`config.mk`:
```
export PLATFORM = sky130hd
export DESIGN_NAME = bus_demux_flat
export DESIGN_NICKNAME = d
export VERILOG_FILES = /design/src/rtl/bus_demux_if.sv /design/src/rtl/bus_demux.sv /design/src/flat_wrapper.sv
export SDC_FILE = /design/constraint.sdc
export NUM_CORES = 1
export LEC_CHECK = 0
export ABC_AREA = 1
export BUFFER_PORTS_ARGS = -buffer_cell sky130_fd_sc_hd__buf_4
export CORE_MARGIN = 2
export CORE_UTILIZATION = 35
export CTS_CLUSTER_SIZE = 8
export DETAILED_ROUTE_END_ITERATION = 12
export PLACE_DENSITY = 0.67
export RECOVER_POWER = 50
export SYNTH_ARGS = -nofsm -noshare
export SYNTH_HDL_FRONTEND = slang
export SYNTH_SLANG_ARGS = --single-unit
```
`constraint.sdc`:
```
create_clock -name clk -period 3 [get_ports clk]
set_clock_uncertainty 0.05 [all_clocks]
set_input_delay 0.6 -clock clk [delete_from_list [all_inputs] [get_ports clk]]
set_output_delay 0.6 -clock clk [all_outputs]
set_load 0.03 [all_outputs]
```
`src/rtl/bus_demux_if.sv`:
```
// Bundle of upstream request/response and two downstream port signals for bus_demux.
// Latency: none, wires only.
// Backpressure: req_ready and pk_ready carry it; the response path has none.
interface bus_demux_if;
  // upstream request
  logic        req_valid;
  logic        req_ready;
  logic [31:0] req_addr;
  logic [31:0] req_wdata;
  logic        req_we;
  // upstream response
  logic        rsp_valid;
  logic [31:0] rsp_rdata;
  logic        rsp_err;
  // downstream port 0
  logic        p0_valid;
  logic        p0_ready;
  logic [31:0] p0_addr;
  logic [31:0] p0_wdata;
  logic        p0_we;
  logic        p0_rsp_valid;
  logic [31:0] p0_rdata;
  // downstream port 1
  logic        p1_valid;
  logic        p1_ready;
  logic [31:0] p1_addr;
  logic [31:0] p1_wdata;
  logic        p1_we;
  logic        p1_rsp_valid;
  logic [31:0] p1_rdata;

  // Demux side: receives upstream requests, drives both downstream ports.
  modport slave (
    input  req_valid, req_addr, req_wdata, req_we,
    output req_ready, rsp_valid, rsp_rdata, rsp_err,
    output p0_valid, p0_addr, p0_wdata, p0_we,
    input  p0_ready, p0_rsp_valid, p0_rdata,
    output p1_valid, p1_addr, p1_wdata, p1_we,
    input  p1_ready, p1_rsp_valid, p1_rdata
  );

  // Environment side: issues requests upstream and plays both targets.
  modport master (
    output req_valid, req_addr, req_wdata, req_we,
    input  req_ready, rsp_valid, rsp_rdata, rsp_err,
    input  p0_valid, p0_addr, p0_wdata, p0_we,
    output p0_ready, p0_rsp_valid, p0_rdata,
    input  p1_valid, p1_addr, p1_wdata, p1_we,
    output p1_ready, p1_rsp_valid, p1_rdata
  );
endinterface

```
`src/rtl/bus_demux.sv`:
```
// Address-split demux: routes one outstanding request to port 0 or 1, returns the completion.
// Latency: 3 cycles best case (accept -> issue -> wait -> resp); one request per 4 cycles at most.
// Backpressure: req_ready only in IDLE; downstream ready stalls ISSUE; TIMEOUT cycles bound any stall.
module bus_demux #(
  parameter logic [31:0] SPLIT_BASE = 32'h1000_0000,
  parameter int          TIMEOUT    = 15
) (
  input  logic       clk,
  input  logic       rst_n,
  bus_demux_if.slave bus
);

  localparam int CW = (TIMEOUT < 2) ? 1 : $clog2(TIMEOUT + 1);
  localparam logic [CW-1:0] TO_MAX  = CW'(TIMEOUT);
  localparam logic [CW-1:0] TO_LAST = CW'(TIMEOUT - 1);

  typedef enum logic [1:0] {IDLE, ISSUE, WAIT, RESP} state_t;

  state_t        state_q, state_d;
  logic [CW-1:0] cnt_q, cnt_d;
  logic          sel_q, sel_d;
  logic [31:0]   addr_q, addr_d;
  logic [31:0]   wdata_q, wdata_d;
  logic          we_q, we_d;
  logic [31:0]   rdata_q, rdata_d;
  logic          err_q, err_d;

  // Signals of whichever port the current transaction targets; the other port is never looked at.
  logic        sel_ready;
  logic        sel_rsp_valid;
  logic [31:0] sel_rdata;
  logic [CW-1:0] cnt_inc;
  logic        timeout_hit;

  assign sel_ready     = sel_q ? bus.p1_ready     : bus.p0_ready;
  assign sel_rsp_valid = sel_q ? bus.p1_rsp_valid : bus.p0_rsp_valid;
  assign sel_rdata     = sel_q ? bus.p1_rdata     : bus.p0_rdata;

  // Saturating count of cycles spent in ISSUE/WAIT. The limit is reached by the increment
  // taken in the current cycle, so the TIMEOUT-th busy cycle is the last one allowed.
  assign cnt_inc     = (cnt_q == TO_MAX) ? cnt_q : cnt_q + CW'(1);
  assign timeout_hit = (cnt_q >= TO_LAST);

  // State and datapath registers, cleared by synchronous reset.
  always_ff @(posedge clk) begin
    if (!rst_n) begin
      state_q <= IDLE;
      cnt_q   <= '0;
      sel_q   <= 1'b0;
      addr_q  <= '0;
      wdata_q <= '0;
      we_q    <= 1'b0;
      rdata_q <= '0;
      err_q   <= 1'b0;
    end else begin
      state_q <= state_d;
      cnt_q   <= cnt_d;
      sel_q   <= sel_d;
      addr_q  <= addr_d;
      wdata_q <= wdata_d;
      we_q    <= we_d;
      rdata_q <= rdata_d;
      err_q   <= err_d;
    end
  end

  // Next-state logic; a completion in the same cycle as the timeout wins.
  always_comb begin
    state_d = state_q;
    cnt_d   = cnt_q;
    sel_d   = sel_q;
    addr_d  = addr_q;
    wdata_d = wdata_q;
    we_d    = we_q;
    rdata_d = rdata_q;
    err_d   = err_q;
    case (state_q)
      IDLE: begin
        if (bus.req_valid) begin
          addr_d  = bus.req_addr;
          wdata_d = bus.req_wdata;
          we_d    = bus.req_we;
          sel_d   = (bus.req_addr >= SPLIT_BASE);
          cnt_d   = '0;
          state_d = ISSUE;
        end
      end
      ISSUE: begin
        cnt_d = cnt_inc;
        if (sel_ready) begin
          state_d = WAIT;
        end else if (timeout_hit) begin
          rdata_d = '0;
          err_d   = 1'b1;
          state_d = RESP;
        end
      end
      WAIT: begin
        cnt_d = cnt_inc;
        if (sel_rsp_valid) begin
          rdata_d = sel_rdata;
          err_d   = 1'b0;
          state_d = RESP;
        end else if (timeout_hit) begin
          rdata_d = '0;
          err_d   = 1'b1;
          state_d = RESP;
        end
      end
      RESP: begin
        state_d = IDLE;
      end
      default: begin
        state_d = IDLE;
      end
    endcase
  end

  assign bus.req_ready = (state_q == IDLE);
  assign bus.rsp_valid = (state_q == RESP);
  assign bus.rsp_rdata = rdata_q;
  assign bus.rsp_err   = err_q;

  // Both ports always see the latched request; only valid tells the target it is theirs.
  assign bus.p0_valid = (state_q == ISSUE) && !sel_q;
  assign bus.p1_valid = (state_q == ISSUE) &&  sel_q;
  assign bus.p0_addr  = addr_q;
  assign bus.p1_addr  = addr_q;
  assign bus.p0_wdata = wdata_q;
  assign bus.p1_wdata = wdata_q;
  assign bus.p0_we    = we_q;
  assign bus.p1_we    = we_q;

endmodule

```
`src/flat_wrapper.sv`:
```
// flat-port wrapper written by rule: the top's interface ports become plain ports
module bus_demux_flat 
#(
  parameter logic [31:0] SPLIT_BASE = 32'h1000_0000,
  parameter int          TIMEOUT    = 15
)
  (clk, rst_n, bus_req_valid, bus_req_addr, bus_req_wdata, bus_req_we, bus_req_ready, bus_rsp_valid, bus_rsp_rdata, bus_rsp_err, bus_p0_valid, bus_p0_addr, bus_p0_wdata, bus_p0_we, bus_p0_ready, bus_p0_rsp_valid, bus_p0_rdata, bus_p1_valid, bus_p1_addr, bus_p1_wdata, bus_p1_we, bus_p1_ready, bus_p1_rsp_valid, bus_p1_rdata);
  bus_demux_if bus_i ();
  input  logic clk;
  input  logic rst_n;
  input wire logic [$bits(bus_i.req_valid)-1:0] bus_req_valid;
  input wire logic [$bits(bus_i.req_addr)-1:0] bus_req_addr;
  input wire logic [$bits(bus_i.req_wdata)-1:0] bus_req_wdata;
  input wire logic [$bits(bus_i.req_we)-1:0] bus_req_we;
  output wire logic [$bits(bus_i.req_ready)-1:0] bus_req_ready;
  output wire logic [$bits(bus_i.rsp_valid)-1:0] bus_rsp_valid;
  output wire logic [$bits(bus_i.rsp_rdata)-1:0] bus_rsp_rdata;
  output wire logic [$bits(bus_i.rsp_err)-1:0] bus_rsp_err;
  output wire logic [$bits(bus_i.p0_valid)-1:0] bus_p0_valid;
  output wire logic [$bits(bus_i.p0_addr)-1:0] bus_p0_addr;
  output wire logic [$bits(bus_i.p0_wdata)-1:0] bus_p0_wdata;
  output wire logic [$bits(bus_i.p0_we)-1:0] bus_p0_we;
  input wire logic [$bits(bus_i.p0_ready)-1:0] bus_p0_ready;
  input wire logic [$bits(bus_i.p0_rsp_valid)-1:0] bus_p0_rsp_valid;
  input wire logic [$bits(bus_i.p0_rdata)-1:0] bus_p0_rdata;
  output wire logic [$bits(bus_i.p1_valid)-1:0] bus_p1_valid;
  output wire logic [$bits(bus_i.p1_addr)-1:0] bus_p1_addr;
  output wire logic [$bits(bus_i.p1_wdata)-1:0] bus_p1_wdata;
  output wire logic [$bits(bus_i.p1_we)-1:0] bus_p1_we;
  input wire logic [$bits(bus_i.p1_ready)-1:0] bus_p1_ready;
  input wire logic [$bits(bus_i.p1_rsp_valid)-1:0] bus_p1_rsp_valid;
  input wire logic [$bits(bus_i.p1_rdata)-1:0] bus_p1_rdata;
  assign bus_i.req_valid = bus_req_valid;
  assign bus_i.req_addr = bus_req_addr;
  assign bus_i.req_wdata = bus_req_wdata;
  assign bus_i.req_we = bus_req_we;
  assign bus_req_ready = bus_i.req_ready;
  assign bus_rsp_valid = bus_i.rsp_valid;
  assign bus_rsp_rdata = bus_i.rsp_rdata;
  assign bus_rsp_err = bus_i.rsp_err;
  assign bus_p0_valid = bus_i.p0_valid;
  assign bus_p0_addr = bus_i.p0_addr;
  assign bus_p0_wdata = bus_i.p0_wdata;
  assign bus_p0_we = bus_i.p0_we;
  assign bus_i.p0_ready = bus_p0_ready;
  assign bus_i.p0_rsp_valid = bus_p0_rsp_valid;
  assign bus_i.p0_rdata = bus_p0_rdata;
  assign bus_p1_valid = bus_i.p1_valid;
  assign bus_p1_addr = bus_i.p1_addr;
  assign bus_p1_wdata = bus_i.p1_wdata;
  assign bus_p1_we = bus_i.p1_we;
  assign bus_i.p1_ready = bus_p1_ready;
  assign bus_i.p1_rsp_valid = bus_p1_rsp_valid;
  assign bus_i.p1_rdata = bus_p1_rdata;
  bus_demux #(.SPLIT_BASE(SPLIT_BASE), .TIMEOUT(TIMEOUT)) u_core (.clk(clk), .rst_n(rst_n), .bus(bus_i));
endmodule
```
After elaboration in Yosys (flattened, before gate mapping) --
Cells that the tools add are included.
Operators by class: $add $sub $neg 1, multipliers 0, divide/modulo/power cells 0, order comparisons 2, eq/ne operators 7, shifts and indexed selects 0, multiplexer cells 19, bitwise logic cells 0, reductions and logical operators 10
Operators with widths (number):
- $mux 32 | 4
- $pmux 32 s2 | 1
- $ge 32x29->1 const B | 1
- $mux 2 | 4
- $mux 4 | 2
- $pmux 2 s4 | 1
- $pmux 4 s2 | 1
- $ne 2x2->1 const B | 3
- $mux 1 | 5
- $add 4x1->4 const B | 1
- $eq 2x2->1 const B | 2
- $eq 4x4->1 const B | 1
- $ge 4x4->1 const B | 1
- $reduce_and 2->1 | 2
- $reduce_bool 2->1 | 2
- $reduce_and 3->1 | 1
- $eq 2x1->1 const B | 1
- $logic_and 1x1->1 | 2
- $logic_not 2->1 | 1
- $pmux 1 s2 | 1
- $reduce_or 2->1 | 1
- $logic_not 1->1 | 1
Word-level totals: flip-flop bits (word level) 105, latch bits 0, RAM bits 0, ROM bits 0, bits of input ports 136, output and inout port bits 167, word-level logic and storage cells 47, memories 0

Logic depth before layout (Yosys ltp) --
Gate-level depths: netlist of the first run.
word-level depth 4, depth in mapped cells 11

Worst setup path before layout of the first run --
No wires, ideal clock.
path type reg2out, from reg u_core.state_q[1], to out bus_p0_valid, arrival 1153 ps, data required time 2350 ps, setup slack 1197 ps, cell stages (with the launch flop) 5, path buffers 0, cell sequence dfxtp_1 inv_1 ha_1 inv_1 nor2_1
Between the ends: word-level cells in the longest chain between the ends 2
Ends and longest elaborated chain:
- start, declared | line bus_demux.sv:19 | state_t state_q, state_d;
- start signal, assigned | line bus_demux.sv:56 | state_q <= state_d;
- $eq 2x1->1 | line bus_demux.sv:125 | assign bus.p0_valid = (state_q == ISSUE) && !sel_q;
- $logic_and 1x1->1 | line bus_demux.sv:125
- end, declared | line flat_wrapper.sv:19 | output wire logic [$bits(bus_i.p0_valid)-1:0] bus_p0_valid;
Every way passes these cells.

Worst setup path after layout of the first run --
from reg u_core.state_q[0], to reg u_core.rdata_q[2], in the netlist u_core.bus.rsp_rdata[2]
Between the ends: word-level cells in the longest chain between the ends 3, elaborated cells between the ends (all ways) 6
Ends and longest elaborated chain:
- $eq 2x1->1 or $eq 2x2->1 (tied branches) | line bus_demux.sv:77 | case (state_q)
- $ne 2x2->1 (no line) or $reduce_bool 2->1 (tied branches)
- $reduce_and 2->1 (no line)
- end signal, assigned | line bus_demux.sv:62 | rdata_q <= rdata_d;
- end, declared | line bus_demux.sv:25 | logic [31:0] rdata_q, rdata_d;
Several ways; a longest one is shown, not always the timed one. A chain may end at the register's enable or synchronous reset.

==> metrics, run 1 <==
status=complete, no violations; # diodes=0; Rows=43; Post-Route Hold Slack=0.446 ns; Syn-to-layout area delta=32.8%; CTS tree=yes; area of the mapped netlist=5010 µm²; VDD IR max=366 µV; Worst Hold Endpoint=u_core.bus.p0_wdata[2]; Period minus WS final=2.24 ns; TritonRoute pass-1 iters=5; clock buffer depth=2; unrepaired setup endpoints after global routing=false; Max stage delay cell, worst path=inv_2; routed length per instance=13.2 µm; Die Wd=124 µm; R2R setup slack=0.76 ns; CTS root buffer=clkbuf_16; Mapped Nets=827; Max-cap violations=0; io pins=303; met3 routed WL=994 µm; crit-path max cell delay=0.48 ns; worst hold start=bus_req_wdata[2]; Cells after Synth=684; CTS Hold Bufs=0; DIE HEIGHT=124 µm; vias in the first global route=4097; Initial Util=36.0%; layout cells sized above 1=21.9%; Non-Filler Instances=1084; max-slew violation count=0; CP Cell Sequence=inv_1, ha_1, inv_1, nor2_1, o21ai_0, inv_2, nand2_4, nand2_1, nand2_1, nor2_1; IO Port Bufs=302; Setup crit start kind=flop; setup TNS=0 ns; residual DRC count=0; slew margin rel.=58.4%; static leakage=3.08 nW; initial antenna violation count=0; FF+latch count, synth=105; r2r endpoint=u_core.bus.rsp_rdata[2]; Pwr Density=566 nW/µm²; placed cells=1068; Hold Path Stages=3; Worst EP arrival=2.46 ns; CP endpoint kind=flop; first-pass GRT wire length=20400 µm; routability cong.=0.789; R2R Path Start=u_core.state_q[0]; Final setup viols=0; most common cell after layout, fill and taps aside=buf_4; Cell variety after synth=21; Resize count post-CTS=0; total global routing overflow=0; CTS Sinks=105; top sig layer=met4; Hold Crit Class=in2reg; Via Count=4787; most frequent cells in the layout=buf_4 (172), nor2_1 (171), clkbuf_1 (134); reg2reg path depth=10; Final period util=74.7%; Skew-Pair Late Insertion Delay=0.34 ns; first-iteration detailed-routing DRC count=302; Die ar.=15300 µm²; register clock-pin slew on the reported worst setup and hold paths=0.08 ns; WL met2=7360 µm; largest net degree at the start of global routing=66; worst setup path class=reg2reg; Final Core Density=47.7%; Total Wirelength=14300 µm; post-DP HPWL=10600 µm; Core ar.=13900 µm²; Final #Nets=1042; crit path max fanout=33; Syn Area/Cell=7.32 µm²; CP required=3.22 ns; Highest Clock Rate=446 MHz; Least-Margin Pin Slew=0.622 ns; routed vias/inst=4.42; Seq/Total Area, Yosys=42.0%; postcts setup bufs=0; post-route ant nets=0; met1 wire length=5700 µm; H-Tree Depth=3; GRT Util Overall=17.2%; Ys Warns=0; Fin. Hold Viols=0; CTS buffer count=9
## worst max-delay path: cells and delay by family, from the launching register on
kind	cells	cell delay [ns]
AOI/OAI and AO/OA	1	0.17
adders and majority gates	1	0.16
buffers and inverters	3	0.69
DFF	1	0.34
and+or+nand+nor	5	0.73
## synthesized netlist by cell type, drive strengths merged
| library cell | n | area, µm² |
|---|---|---|
| o21ai | 72 | 375 |
| nor4 | 1 | 6.26 |
| inv | 57 | 214 |
| nor3 | 1 | 5.00 |
| nor2 | 171 | 642 |
| nand3 | 39 | 195 |
| nand2 | 90 | 350 |
| mux2i | 32 | 320 |
| buf | 85 | 614 |
| ha | 7 | 87.6 |
| dfxtp | 105 | 2100 |
| a21oi | 6 | 30.0 |
| clkbuf | 18 | 67.6 |
## routing by layer
metal / track usage [%] / up-vias
li1: - / 2491
met5: 0 / -
met1: 20.6 / 2125
met4: 5.89 / 0
met2: 29.9 / 157
met3: 4.30 / 14
## metrics by stage
step / setup slack, ns / power (W) / cell area, µm²
floorplan: 1.20 / 0.00242 / 5010
global placement: 0.912 / 0.00280 / 6870
detailed placement: 0.867 / 0.00281 / 6870
CTS: 0.826 / 0.00394 / 7160
global route: 0.506 / 0.00395 / 6650
finish: 0.760 / 0.00377 / 6650
## cells by family after synthesis
logic type | Yosys count | synth area share, %
multiplexers | 32 | 6.39
AND/OR/NAND/NOR | 302 | 23.9
AO/OA/AOI/OAI | 78 | 8.09
buffers and inverters | 160 | 17.9
adder cells (fa/ha/maj) | 7 | 1.75
flip-flops | 105 | 42.0
## worst max path at each step
| stage | start | endpoint | slack [ns] | depth (start not counted) |
|---|---|---|---|---|
| 3_5_place_dp | u_core.state_q[0] | u_core.bus.rsp_rdata[8] | 0.87 | 10 |
| 6_report | u_core.state_q[0] | u_core.bus.rsp_rdata[2] | 0.76 | 10 |
| 4_1_cts | u_core.state_q[0] | u_core.bus.rsp_rdata[2] | 0.83 | 10 |
| 5_1_grt | u_core.state_q[0] | u_core.bus.rsp_rdata[20] | 0.51 | 10 |
| 3_3_place_gp | u_core.state_q[0] | u_core.bus.rsp_rdata[2] | 0.91 | 10 |
| 2_1_floorplan | u_core.state_q[1] | bus_p0_valid | 1.20 | 4 |
## final cells by class
| type | count | area (µm²) |
|---|---|---|
| flip-flops and latches | 105 | 2100 |
| well taps | 180 | 225 |
| clock inverters | 7 | 60.1 |
| inverters | 57 | 214 |
| clock buffers | 9 | 225 |
| fillers | 1554 | 7280 |
| repair buffers | 307 | 1810 |
| multi-input cells | 419 | 2010 |
## report_power, final
| part | switching [W] | internal (W) | total (W) |
|---|---|---|---|
| logic | 0.000711 | 0.000348 | 0.00106 |
| clock network | 0.000549 | 0.000577 | 0.00113 |
| registers | 0.0000880 | 0.00150 | 0.00158 |
## registers in the layout, summed over array words and instances, names as in the netlist
name / count
u_core.bus.rsp_err: 1
u_core.bus.p0_we: 1
u_core.bus.p0_wdata: 32
u_core.cnt_q: 4
u_core.state_q: 2
u_core.bus.rsp_rdata: 32
u_core.bus.p0_addr: 32
u_core.sel_q: 1
Note: power is estimated with default switching activity, not from simulation.
==> run 2, diff against run 1 <==
--- a/config.mk
+++ b/config.mk
@@ -5,13 +5,13 @@
 export SDC_FILE = /design/constraint.sdc
 export NUM_CORES = 1
 export LEC_CHECK = 0
-export ABC_AREA = 1
+export ABC_AREA = 0
 export BUFFER_PORTS_ARGS = -buffer_cell sky130_fd_sc_hd__buf_4
 export CORE_MARGIN = 2
 export CORE_UTILIZATION = 35
 export CTS_CLUSTER_SIZE = 8
 export DETAILED_ROUTE_END_ITERATION = 12
-export PLACE_DENSITY = 0.67
+export PLACE_DENSITY = 0.68
 export RECOVER_POWER = 50
 export SYNTH_ARGS = -nofsm -noshare
 export SYNTH_HDL_FRONTEND = slang
==> constraint.sdc (replaced) <==
create_clock -name clk -period 2.2 [get_ports clk]
set_clock_uncertainty 0.05 [all_clocks]
set_input_delay 0.44 -clock clk [delete_from_list [all_inputs] [get_ports clk]]
set_output_delay 0.44 -clock clk [all_outputs]
set_load 0.03 [all_outputs]
==> run 2 against run 1 <==
Non-clock buffer count up 6. Via count down 6.5%. Critical endpoint is now bus_p1_valid. Sequential power up 32%. Synthesized cell count down 19%. Die area down 5.4%. Combinational power up 13%. First-iteration DRC count down 39%. Sequential cell count unchanged. Final cell count down 11%. Wire length down 4.7%. Clock power up 41%. Power up 30%. Largest power group unchanged.
==> metrics, run 2 <==
Post-Route Hold Slack=0.294 ns; register clock-pin slew on the reported worst setup and hold paths=0.07 ns; initial antenna violation count=0; setup TNS=0 ns; R2R Path Start=u_core.sel_q; Least-Margin Pin Slew=0.540 ns; CTS tree=yes; VDD IR max=511 µV; crit path max fanout=6; Max-cap violations=0; routed length per instance=14.2 µm; unrepaired setup endpoints after global routing=false; Post-synth top cells=nand2_1 (133), dfxtp_1 (105), buf_4 (70), a21oi_1 (67), nor2_1 (40); Mapped Nets=699; status=complete, no violations; share of the synthesized area in the top cell type=44.4%; Resize count post-CTS=0; Final #Nets=922; leading post-synthesis cells by cell area=dfxtp_1 (44%), buf_4 (11%), nand2_1 (11%); DIE HEIGHT=120 µm; # diodes=0; EDFF count, synth=0; Worst Hold Endpoint=u_core.bus.p0_wdata[4]; worst path bufs/invs=2; Via Count=4475; CP Cell Sequence=inv_1, ha_1, and2_1, buf_4; Ys Warns=0; CTS Hold Bufs=0; Period minus WS final=2.00 ns; CP endpoint kind=output pin; R2R setup slack=0.30 ns; Worst EP arrival=1.51 ns; Final setup viols=0; overall power=0.00488 W; post-DP HPWL=10500 µm; routability cong.=0.836; Place WS=0.305 ns; Main synth FF type=dfxtp_1; Skew-Pair Late Insertion Delay=0.34 ns; top-count cell post-synth=nand2_1; Hold Path Stages=3; post-route ant nets=0; reg2reg path depth=6; worst setup path class=reg2out; slew margin rel.=63.9%; static leakage=2.63 nW; CTS buffer count=9; GRT Util Overall=17.9%; Die Wd=120 µm; Syn Area/Cell=8.51 µm²; Top delay family on crit path=flip-flops; leading area contributor after synthesis=dfxtp_1; Cell variety after synth=33; io pins=303; Fin. Hold Viols=0; Final period util=90.8%; Pwr Density=750 nW/µm²; fillcell total=1389; clock buffer depth=2; Rows=42; Setup crit start kind=flop; vias in the first global route=4212; r2r endpoint=u_core.bus.rsp_rdata[13]; postcts setup bufs=0; IO Port Bufs=302; routed vias/inst=4.66; multi-input logic area=1970 µm²; most common cell after layout, fill and taps aside=buf_4; CTS root buffer=clkbuf_16; Syn-to-layout area delta=37.5%; CTS Sinks=105; residual DRC count=0; Hold Crit Class=in2reg; Final Instance Area=6510 µm²; Seq/Total Area, Yosys=44.4%; worst hold start=bus_req_wdata[4]; first-iteration detailed-routing DRC count=185; Core ar.=13200 µm²; Max stage delay cell, worst path=dfxtp_1; PnR worst setup slack=0.201 ns; CP required=1.71 ns; H-Tree Depth=3; max-slew violation count=0; crit-path max cell delay=0.41 ns; Total Wirelength=13600 µm; Highest Clock Rate=500 MHz; area of the mapped netlist=4730 µm²; Post-Place Cell Area=6720 µm²; layout cells sized above 1=26.5%; Post-synth ARST share=0%; most frequent cells in the layout=buf_4 (172), clkbuf_1 (138), nand2_1 (132); total global routing overflow=0; Reg area=2100 µm²; largest net degree at the start of global routing=53; Cells after Synth=556; Die ar.=14500 µm²; FF+latch count, synth=105; first-pass GRT wire length=20900 µm; TritonRoute pass-1 iters=4; Initial Util=35.7%
## run 2: layout make-up
cell class | count | area share (%)
flip-flops and latches | 105 | 32.3
multi-input cells | 345 | 30.2
repair buffers | 313 | 29.2
clock buffers | 12 | 3.79
well taps | 176 | 3.38
clock inverters | 4 | 0.788
inverters | 5 | 0.288
## run 2: metrics by stage
step	std cells	util, %
floorplan	556	-
global placement	944	50.7
detailed placement	944	50.7
CTS	960	53.0
global route	960	49.1
finish	960	49.1
## run 2: kinds of logic (layout without fill, tap and decap cells)
logic type                 after synthesis  after routing  synth area share (%)
and+or+nand+nor                        188            188                  15.6
AOI/OAI and AO/OA                      111            111                  15.6
buffers and inverters                  106            334                  14.3
DFF                                    105            105                  44.4
muxes                                   38             38                  8.06
adders and majority gates                7              7                  1.85
xor gates and xnor gates                 1              1                 0.185
## run 2: report_power, final
part | total [W] | leakage, nW | internal [W] | switching [W]
logic | 0.00120 | 1.63 | 0.000434 | 0.000767
registers | 0.00209 | 0.857 | 0.00201 | 0.0000880
clock network | 0.00159 | 0.143 | 0.000916 | 0.000670
total | 0.00488 | 2.63 | 0.00336 | 0.00153
## run 2: tightest hold or removal path, stage by stage
cell and delay [ns]:
buf_4 0.11, nand2_1 0.04, a21oi_1 0.05
## run 2: metal layers
| layer | part of all wire, % | track usage [%] |
|---|---|---|
| met5 | 0 | 0 |
| met4 | 1.5 | 6.03 |
| met3 | 6.6 | 4.43 |
| met2 | 52 | 32.9 |
| met1 | 39 | 20.3 |
## run 2: how the worst max path moves through the flow
stage | start | depth (start not counted) | endpoint
6_report | u_core.state_q[1] | 4 | bus_p1_valid
5_1_grt | u_core.state_q[1] | 4 | bus_p1_valid
4_1_cts | u_core.state_q[1] | 4 | bus_p1_valid
3_5_place_dp | u_core.sel_q | 6 | u_core.bus.rsp_rdata[31]
3_3_place_gp | bus_p1_ready | 6 | u_core.bus.rsp_rdata[7]
2_1_floorplan | u_core.state_q[0] | 7 | u_core.bus.p0_addr[22]
==> run 3, diff against run 2 <==
--- a/config.mk
+++ b/config.mk
@@ -11,6 +11,7 @@
 export CORE_UTILIZATION = 35
 export CTS_CLUSTER_SIZE = 8
 export DETAILED_ROUTE_END_ITERATION = 12
+export MAX_ROUTING_LAYER = met4
 export PLACE_DENSITY = 0.68
 export RECOVER_POWER = 50
 export SYNTH_ARGS = -nofsm -noshare
==> run 3 against run 2 <==
Critical path type unchanged. Setup slack gained 0.0024 ns. Sequential share of layout area is the same. Design area unchanged.
==> metrics, run 3 (same netlist as run 2, synthesis figures left out) <==
Sw Pwr=0.00153 W; placed cells=944; layout cells sized above 1=26.5%; max-slew violation count=0; Die ar.=14500 µm²; routability cong.=0.849; top sig layer=met4; sequential share of power=42.9%; status=complete, no violations; Initial Util=35.7%; # diodes=0; GRT Util Overall=18.4%; Rows=42; CTS buffer count=9; largest net degree at the start of global routing=53; Reg area=2100 µm²; Place WS=0.305 ns; TritonRoute pass-1 iters=4; cell internal pwr=0.00336 W; first-iteration detailed-routing DRC count=167; Pwr Density=750 nW/µm²; clock buffer depth=2; worst setup path class=reg2out; most frequent cells in the layout=buf_4 (172), clkbuf_1 (138), nand2_1 (132); total global routing overflow=0; Post-Route Hold Slack=0.295 ns; Core ar.=13200 µm²; CTS tree=yes; CTS Sinks=105; Die Wd=120 µm; Highest Clock Rate=501 MHz; Period minus WS final=2.00 ns; Hold Crit Class=in2reg; multi-input logic area=1970 µm²; register clock-pin slew on the reported worst setup and hold paths=0.07 ns; post-route ant nets=0; postcts setup bufs=0; unrepaired setup endpoints after global routing=false; Final Core Density=49.1%; WL met2=7110 µm; Syn-to-layout area delta=37.5%; Least-Margin Pin Slew=0.540 ns; DIE HEIGHT=120 µm; Setup crit start kind=flop; CP endpoint kind=output pin; most common cell after layout, fill and taps aside=buf_4; Final setup viols=0; Final #Nets=922; CTS Hold Bufs=0; VDD IR max=511 µV; vias in the first global route=4224; slew margin rel.=63.9%; Via Count=4483; Sw Share=31.3%; routed vias/inst=4.67; Fin. Hold Viols=0; Non-Filler Instances=960; met3 routed WL=936 µm; CP required=1.71 ns; routed length per instance=14.2 µm; fillcell total=1390; PnR worst setup slack=0.204 ns; clock group share of total power=32.5%; crit path max fanout=6; H-Tree Depth=3; io pins=303; initial antenna violation count=0; setup TNS=0 ns; Worst EP arrival=1.51 ns; CTS root buffer=clkbuf_16; IO Port Bufs=302; residual DRC count=0; met1 wire length=5300 µm; static leakage=2.63 nW; Skew-Pair Late Insertion Delay=0.34 ns; logic gate share of total power=24.6%; Total Wirelength=13600 µm; Max-cap violations=0; post-DP HPWL=10500 µm; Final period util=90.7%; first-pass GRT wire length=20900 µm; Resize count post-CTS=0
run 3: cell counts in the layout (fill, tap and decap cells not counted):
No cell type changed its count.
run 3: through the flow:
step | power (W) | cell area, µm²
6_report | 0.00488 | 6510
4_1_cts | 0.00508 | 7020
3_5_place_dp | 0.00347 | 6720
3_3_place_gp | 0.00345 | 6720
2_1_floorplan | 0.00298 | 4730
5_1_grt | 0.00512 | 6510
run 3: path summary, 6_finish.rpt:
check             slack, ns  cells past startpoint                       end                   start
hold reg to reg        0.42                      2    u_core.bus.p0_addr[13]  u_core.bus.p0_addr[13]
setup / recovery       0.20                      4              bus_p1_valid       u_core.state_q[1]
hold / removal         0.29                      3   u_core.bus.p0_wdata[19]       bus_req_wdata[19]
setup reg to reg       0.30                      6  u_core.bus.rsp_rdata[13]            u_core.sel_q
run 3: power by group through the flow:
stage,clock [W],combinational [W],sequential [W]
finish,0.00159,0.00120,0.00209
global route,0.00172,0.00129,0.00211
CTS,0.00165,0.00133,0.00210
detailed placement,0,0.00133,0.00214
global placement,0,0.00132,0.00213
floorplan,0,0.000676,0.00230
run 3: metal layers:
layer / vias to the layer above / global-route usage (%)
met4: 0 / 6.47
met3: 21 / 3.87
li1: 2231 / -
met5: - / -
met1: 2049 / 20.4
met2: 182 / 32.8
run 3: critical path: stages, from the launching register on:
cell     delay (ns)
dfxtp_1        0.41
inv_1          0.11
ha_1           0.29
and2_1         0.20
buf_4          0.16
run 3: final cells by class:
type	instances	share of cell area, %
Multi-Input combinational cell	345	30.2
Clock inverter	4	0.788
Clock buffer	12	3.79
Timing Repair Buffer	313	29.2
Inverter	5	0.288
Tap cell	176	3.38
Sequential cell	105	32.3
